## src/rtl/admm_pkg.sv

```systemverilog
// Shared constants, FSM state type and saturation bounds for the ADMM dual-update stage.
// Saturation bounds are consumed only when ADMM_DUAL_SAT_EN is defined.
package admm_pkg;

  localparam int W_DEF           = 16;
  localparam int STATE_DIM_DEF   = 12;
  localparam int CONTROL_DIM_DEF = 4;

  typedef enum logic [1:0] {
    IDLE = 2'd0,
    CALC = 2'd1,
    DONE = 2'd2
  } fsm_state_e;

  function automatic longint sat_max(input int w);
    return (64'sd1 <<< (w - 1)) - 64'sd1;
  endfunction

  function automatic longint sat_min(input int w);
    return -(64'sd1 <<< (w - 1));
  endfunction

endpackage

```

## src/rtl/admm_dual_update_lane.sv

```systemverilog
// Single dual lane: r = a + b - c on W-bit two's-complement operands.
// ADMM_DUAL_SAT_EN defined: clamp to the W-bit signed range; otherwise wrap modulo 2^W.
module dual_lane
  import admm_pkg::*;
#(
  parameter int W = W_DEF
) (
  input  logic [W-1:0] a,
  input  logic [W-1:0] b,
  input  logic [W-1:0] c,
  output logic [W-1:0] r
);

`ifdef ADMM_DUAL_SAT_EN
  localparam logic signed [W+1:0] MAX_S = (W+2)'(sat_max(W));
  localparam logic signed [W+1:0] MIN_S = (W+2)'(sat_min(W));

  logic signed [W+1:0] sum_s;

  // Exact sum in W+2 bits, then clamp to the W-bit signed range
  always_comb begin
    sum_s = {{2{a[W-1]}}, a} + {{2{b[W-1]}}, b} - {{2{c[W-1]}}, c};
    if (sum_s > MAX_S) begin
      r = MAX_S[W-1:0];
    end else if (sum_s < MIN_S) begin
      r = MIN_S[W-1:0];
    end else begin
      r = sum_s[W-1:0];
    end
  end
`else
  // Low W bits of the exact sum do not depend on the extension bits
  always_comb begin
    r = a + b - c;
  end
`endif

endmodule

```

## src/rtl/admm_dual_update.sv

```systemverilog
// ADMM dual update: y_out = y_k + u_k - z_k, g_out = g_k + x_k - v_k on a snapshot taken at start.
// Overflow handling selected by macro ADMM_DUAL_SAT_EN (defined: saturate, undefined: wrap).
module admm_dual_update
  import admm_pkg::*;
#(
  parameter int STATE_DIM   = STATE_DIM_DEF,
  parameter int CONTROL_DIM = CONTROL_DIM_DEF,
  parameter int W           = W_DEF
) (
  input  logic         clk,
  input  logic         reset,
  input  logic         start,
  input  logic [W-1:0] u_k   [CONTROL_DIM],
  input  logic [W-1:0] z_k   [CONTROL_DIM],
  input  logic [W-1:0] y_k   [CONTROL_DIM],
  input  logic [W-1:0] x_k   [STATE_DIM],
  input  logic [W-1:0] v_k   [STATE_DIM],
  input  logic [W-1:0] g_k   [STATE_DIM],
  output logic [W-1:0] y_out [CONTROL_DIM],
  output logic [W-1:0] g_out [STATE_DIM],
  output logic         done
);

  fsm_state_e state_r;
  fsm_state_e state_next_s;
  logic       capture_en_s;
  logic       calc_en_s;
  logic       done_next_s;
  logic       done_r;

  logic [W-1:0] u_r [CONTROL_DIM];
  logic [W-1:0] z_r [CONTROL_DIM];
  logic [W-1:0] y_r [CONTROL_DIM];
  logic [W-1:0] x_r [STATE_DIM];
  logic [W-1:0] v_r [STATE_DIM];
  logic [W-1:0] g_r [STATE_DIM];

  logic [W-1:0] y_new_s   [CONTROL_DIM];
  logic [W-1:0] g_new_s   [STATE_DIM];
  logic [W-1:0] y_out_r   [CONTROL_DIM];
  logic [W-1:0] g_out_r   [STATE_DIM];

  // State register
  always_ff @(posedge clk) begin
    if (!reset) begin
      state_r <= IDLE;
    end else begin
      state_r <= state_next_s;
    end
  end

  // Next-state logic; start only matters in IDLE
  always_comb begin
    state_next_s = state_r;
    case (state_r)
      IDLE: begin
        if (start) begin
          state_next_s = CALC;
        end else begin
          state_next_s = IDLE;
        end
      end
      CALC:    state_next_s = DONE;
      DONE:    state_next_s = IDLE;
      default: state_next_s = IDLE;
    endcase
  end

  // FSM-derived enables
  always_comb begin
    capture_en_s = (state_r == IDLE) && start;
    calc_en_s    = (state_r == CALC);
    done_next_s  = (state_next_s == DONE);
  end

  for (genvar i = 0; i < CONTROL_DIM; i++) begin : g_y_lane
    dual_lane #(.W(W)) u_lane (
      .a (y_r[i]),
      .b (u_r[i]),
      .c (z_r[i]),
      .r (y_new_s[i])
    );
  end

  for (genvar i = 0; i < STATE_DIM; i++) begin : g_g_lane
    dual_lane #(.W(W)) u_lane (
      .a (g_r[i]),
      .b (x_r[i]),
      .c (v_r[i]),
      .r (g_new_s[i])
    );
  end

  // Input snapshot, result registers and done pulse
  always_ff @(posedge clk) begin
    if (!reset) begin
      done_r <= 1'b0;
      for (int i = 0; i < CONTROL_DIM; i++) begin
        u_r[i]     <= {W{1'b0}};
        z_r[i]     <= {W{1'b0}};
        y_r[i]     <= {W{1'b0}};
        y_out_r[i] <= {W{1'b0}};
      end
      for (int i = 0; i < STATE_DIM; i++) begin
        x_r[i]     <= {W{1'b0}};
        v_r[i]     <= {W{1'b0}};
        g_r[i]     <= {W{1'b0}};
        g_out_r[i] <= {W{1'b0}};
      end
    end else begin
      done_r <= done_next_s;
      if (capture_en_s) begin
        for (int i = 0; i < CONTROL_DIM; i++) begin
          u_r[i] <= u_k[i];
          z_r[i] <= z_k[i];
          y_r[i] <= y_k[i];
        end
        for (int i = 0; i < STATE_DIM; i++) begin
          x_r[i] <= x_k[i];
          v_r[i] <= v_k[i];
          g_r[i] <= g_k[i];
        end
      end
      if (calc_en_s) begin
        for (int i = 0; i < CONTROL_DIM; i++) begin
          y_out_r[i] <= y_new_s[i];
        end
        for (int i = 0; i < STATE_DIM; i++) begin
          g_out_r[i] <= g_new_s[i];
        end
      end
    end
  end

  assign y_out = y_out_r;
  assign g_out = g_out_r;
  assign done  = done_r;

endmodule

```

## config.mk

```make
export PLATFORM = sky130hd
export DESIGN_NAME = admm_dual_update
export DESIGN_NICKNAME = d
export VERILOG_FILES = /design/src/rtl/admm_pkg.sv /design/src/rtl/admm_dual_update_lane.sv /design/src/rtl/admm_dual_update.sv
export SDC_FILE = /design/constraint.sdc
export NUM_CORES = 2
export LEC_CHECK = 0
export CELL_PAD_IN_SITES_DETAIL_PLACEMENT = 2
export CELL_PAD_IN_SITES_GLOBAL_PLACEMENT = 2
export CORE_MARGIN = 5
export CORE_UTILIZATION = 30
export CTS_CLUSTER_DIAMETER = 150
export CTS_CLUSTER_SIZE = 20
export DETAILED_ROUTE_END_ITERATION = 8
export PLACE_DENSITY_LB_ADDON = 0.1
export REMOVE_ABC_BUFFERS = 1
export SLEW_MARGIN = 20
export SYNTH_ARGS = -nofsm -noshare
export SYNTH_HDL_FRONTEND = slang
export SYNTH_SLANG_ARGS = --single-unit
```

## constraint.sdc

```tcl
create_clock -name clk -period 71 [get_ports clk]
set_clock_uncertainty 0.1 [all_clocks]
set_input_delay 14.2 -clock clk [delete_from_list [all_inputs] [get_ports clk]]
set_output_delay 14.2 -clock clk [all_outputs]
set_load 0.02 [all_outputs]
```

==> results.yml <==
routing:
  drc_errors: 0
  drt-vias-per-instance: 4.58
  final_antenna_net_count: 0
  drt_iter0_markers: 1751
  avgRoutedWirePerCell_um: 22.8
  dr.pass1.iters: 5
  totalWireLength_mm: 199
  vias: 39900
hold_path:
  holdPathEnd: "g_out[14]"
  hold_class: "flop to flop"
  hp-start: "g_out[14]"
  hold_depth: 2
timing:
  setup_viol: 0
  drv_slew: 0
  fin_crit_sh: 0.257
  worst_slew_pin_slew_ns: 1.01
  hold_viol_final: 0
  rsz0062_at_grt: "no"
  layout_min_cycle_time_ns: 18.27
  relSlewSlack: 0.329
  finalWorstSetupSlack_ns: 52.73
  fmax_mhz: 54.7
  tns_ns: 0
  whs_ns: 0.351
power:
  ir_worst_vdd_v: 0.0000175
  p_leak_nw: 29.0
  p_total_mw: 1.70
  powerDensity_nw_per_um2: 24.2
layout:
  multi_input_area_um2: 23000
  final_cells: 8713
  design_area_um2: 70400
  nNetsFinal: 7410
  seq_area_um2: 28200
  area_delta_synth_final_pct: 26.7
  drive_above_1_share: 0.0187
  layout.cells.most_common: "clkdlybuf4s50_1"
  layout_common_cells: "1026 x clkdlybuf4s50_1, 991 x inv_1, 779 x and2_1"
  fin_util: 0.381
  n_fill_cell: 19700
setup_path:
  arrival_ns: 18.52
  reg2reg_depth: 6
  critPathTopFamily: "buffers and inverters"
  crit_type: "primary input to flop"
  r2r_slack_ns: 66.43
  worstPathMaxFanout: 74
  slowest_delay_ns: 0.88
  cp.required_ns: 71.25
  worstPathBufferInverterCount: 6
  cp-start-kind: "primary input"
  path_depth: 7
  cp_common_cell: "buf_4"
  r2r_end: "z_r[3][15]"
  critPathSlowestCell: "buf_4"
  r2r-start: "state_r[0]"
  critPathCaptureType: "flop"
  worstPathCellList: "buf_6 -> buf_4 -> buf_4 -> nand2_4 -> buf_4 -> buf_4 -> buf_4"
synthesis:
  synth-seq-cells: 1027
  yosysSeqAreaShare: 0.508
  ys_types: 67
  syn_area_um2: 55600
  ys.flop_type: "edfxtp_1"
  synth_cells: 5196
  avgSynthCellArea_um2: 10.7
  synth_edf_count: 768
  async_flop_share: 0
  yosysWarningCount: 0
cts:
  numCtsBuffers: 57
  htree_num_levels: 2
  hold_buffers: 0
  insertion_delay_ns: 0.73
  clk_pin_slew_ns: 0.09
  ctsResizeCount: 0
  cts_root_buffer: "clkbuf_16"
  tritoncts: "built"
  cts_setup_buffers: 0
  cts_sinks: 1027
  clk_path_buf_depth: 3
floorplan:
  die_h_um: 440
  die_w_um: 440
  start_util: 0.301
  io_pins: 1028
  die_area_um2: 194000
  fp.coreArea_um2: 185000
  rows: 158
run:
  maxCapViolCount: 0
global_routing:
  antenna_found_initial: 100
  first_global_vias: 44000
  grt-ovfl-total: 0
  grt_pass1_wl_mm: 286
  grt_max_degree: 122
  gr-usage-all-layers: 0.199
place:
  gp_congestion: 0.828
  placed_area_um2: 68600
  dp_slack_ns: 51.88
  hpwlAfterDp_mm: 155
  dp_cells: 8564
  io_buffers: 1027
status:
  status: "finished clean"
## cells by family (layout without fill, tap and decap cells)
group,Yosys count,count (layout),synth area share
simple gates,1519,1519,0.148
compound gates,790,790,0.0886
flops,1027,1027,0.508
buf+inv,1163,2158,0.0786
fa+ha+maj,496,496,0.144
other cells,0,42,0
mux,8,8,0.00144
xor+xnor,193,193,0.0304
## where the power goes
part           switching [mW]  total [mW]  leakage, nW  internal [mW]
Clock                   0.217       0.377        0.803          0.159
Sequential             0.0258       0.731         10.4          0.705
Combinational           0.337       0.596         17.8          0.259
## flip-flops by register name (all words and copies together), names as in the netlist, 64 cells and up
register and cells:
g_out 192, g_r 192, v_r 192, x_r 192, u_r 64, y_out 64
y_r 64, z_r 64
## final cells by class
cell class,instances,area share
tap,2480,0.0441
clock inverter,3,0.000302
multi-input combinational,3006,0.327
timing repair buffer,1059,0.150
sequential,1027,0.401
clock buffer,104,0.0237
antenna,42,0.00149
inverter,992,0.0530
## synthesized netlist by cell type, drive strengths merged (16+ instances only)
library cell	count	area [µm²]
o21a	31	233
nor3	47	235
a21o	85	638
edfxtp	768	23100
dfxtp	259	5180
o21bai	33	248
or3	25	156
fa	240	4800
xor2	60	526
nand2	337	1260
xnor2	133	1160
o21ai	182	911
a31oi	16	100
ha	256	3200
a211oi	51	383
clkbuf	162	608
a21oi	280	1400
nand2b	33	206
nand3	72	360
inv	992	3720
nor2b	24	150
o31ai	16	139
and2	779	4870
nor2	133	499
## routing by layer
layer	vias up	share of wire	global-route usage
met5	-	0.00062	0
met4	20	0.040	0.0808
met3	294	0.044	0.0351
met2	728	0.55	0.384
met1	20100	0.37	0.212
li1	18800	-	-
## worst reg2reg max path: cells and delay by family, from the launching register on
family | cells | cell delay, ns
buffers and inverters | 3 | 2.64
AND/OR/NAND/NOR | 3 | 1.01
flip-flops | 1 | 0.36
## worst max path at each step
| stage | from | end |
|---|---|---|
| 6_report | reset | z_r[3][15] |
| 5_1_grt | reset | z_r[3][15] |
| 4_1_cts | reset | g_r[2][16] |
| 3_5_place_dp | reset | g_r[2][17] |
| 3_3_place_gp | reset | g_r[2][17] |
| 2_1_floorplan | reset | g_r[0][0] |
No activity file was read; power rests on OpenSTA's default activity.
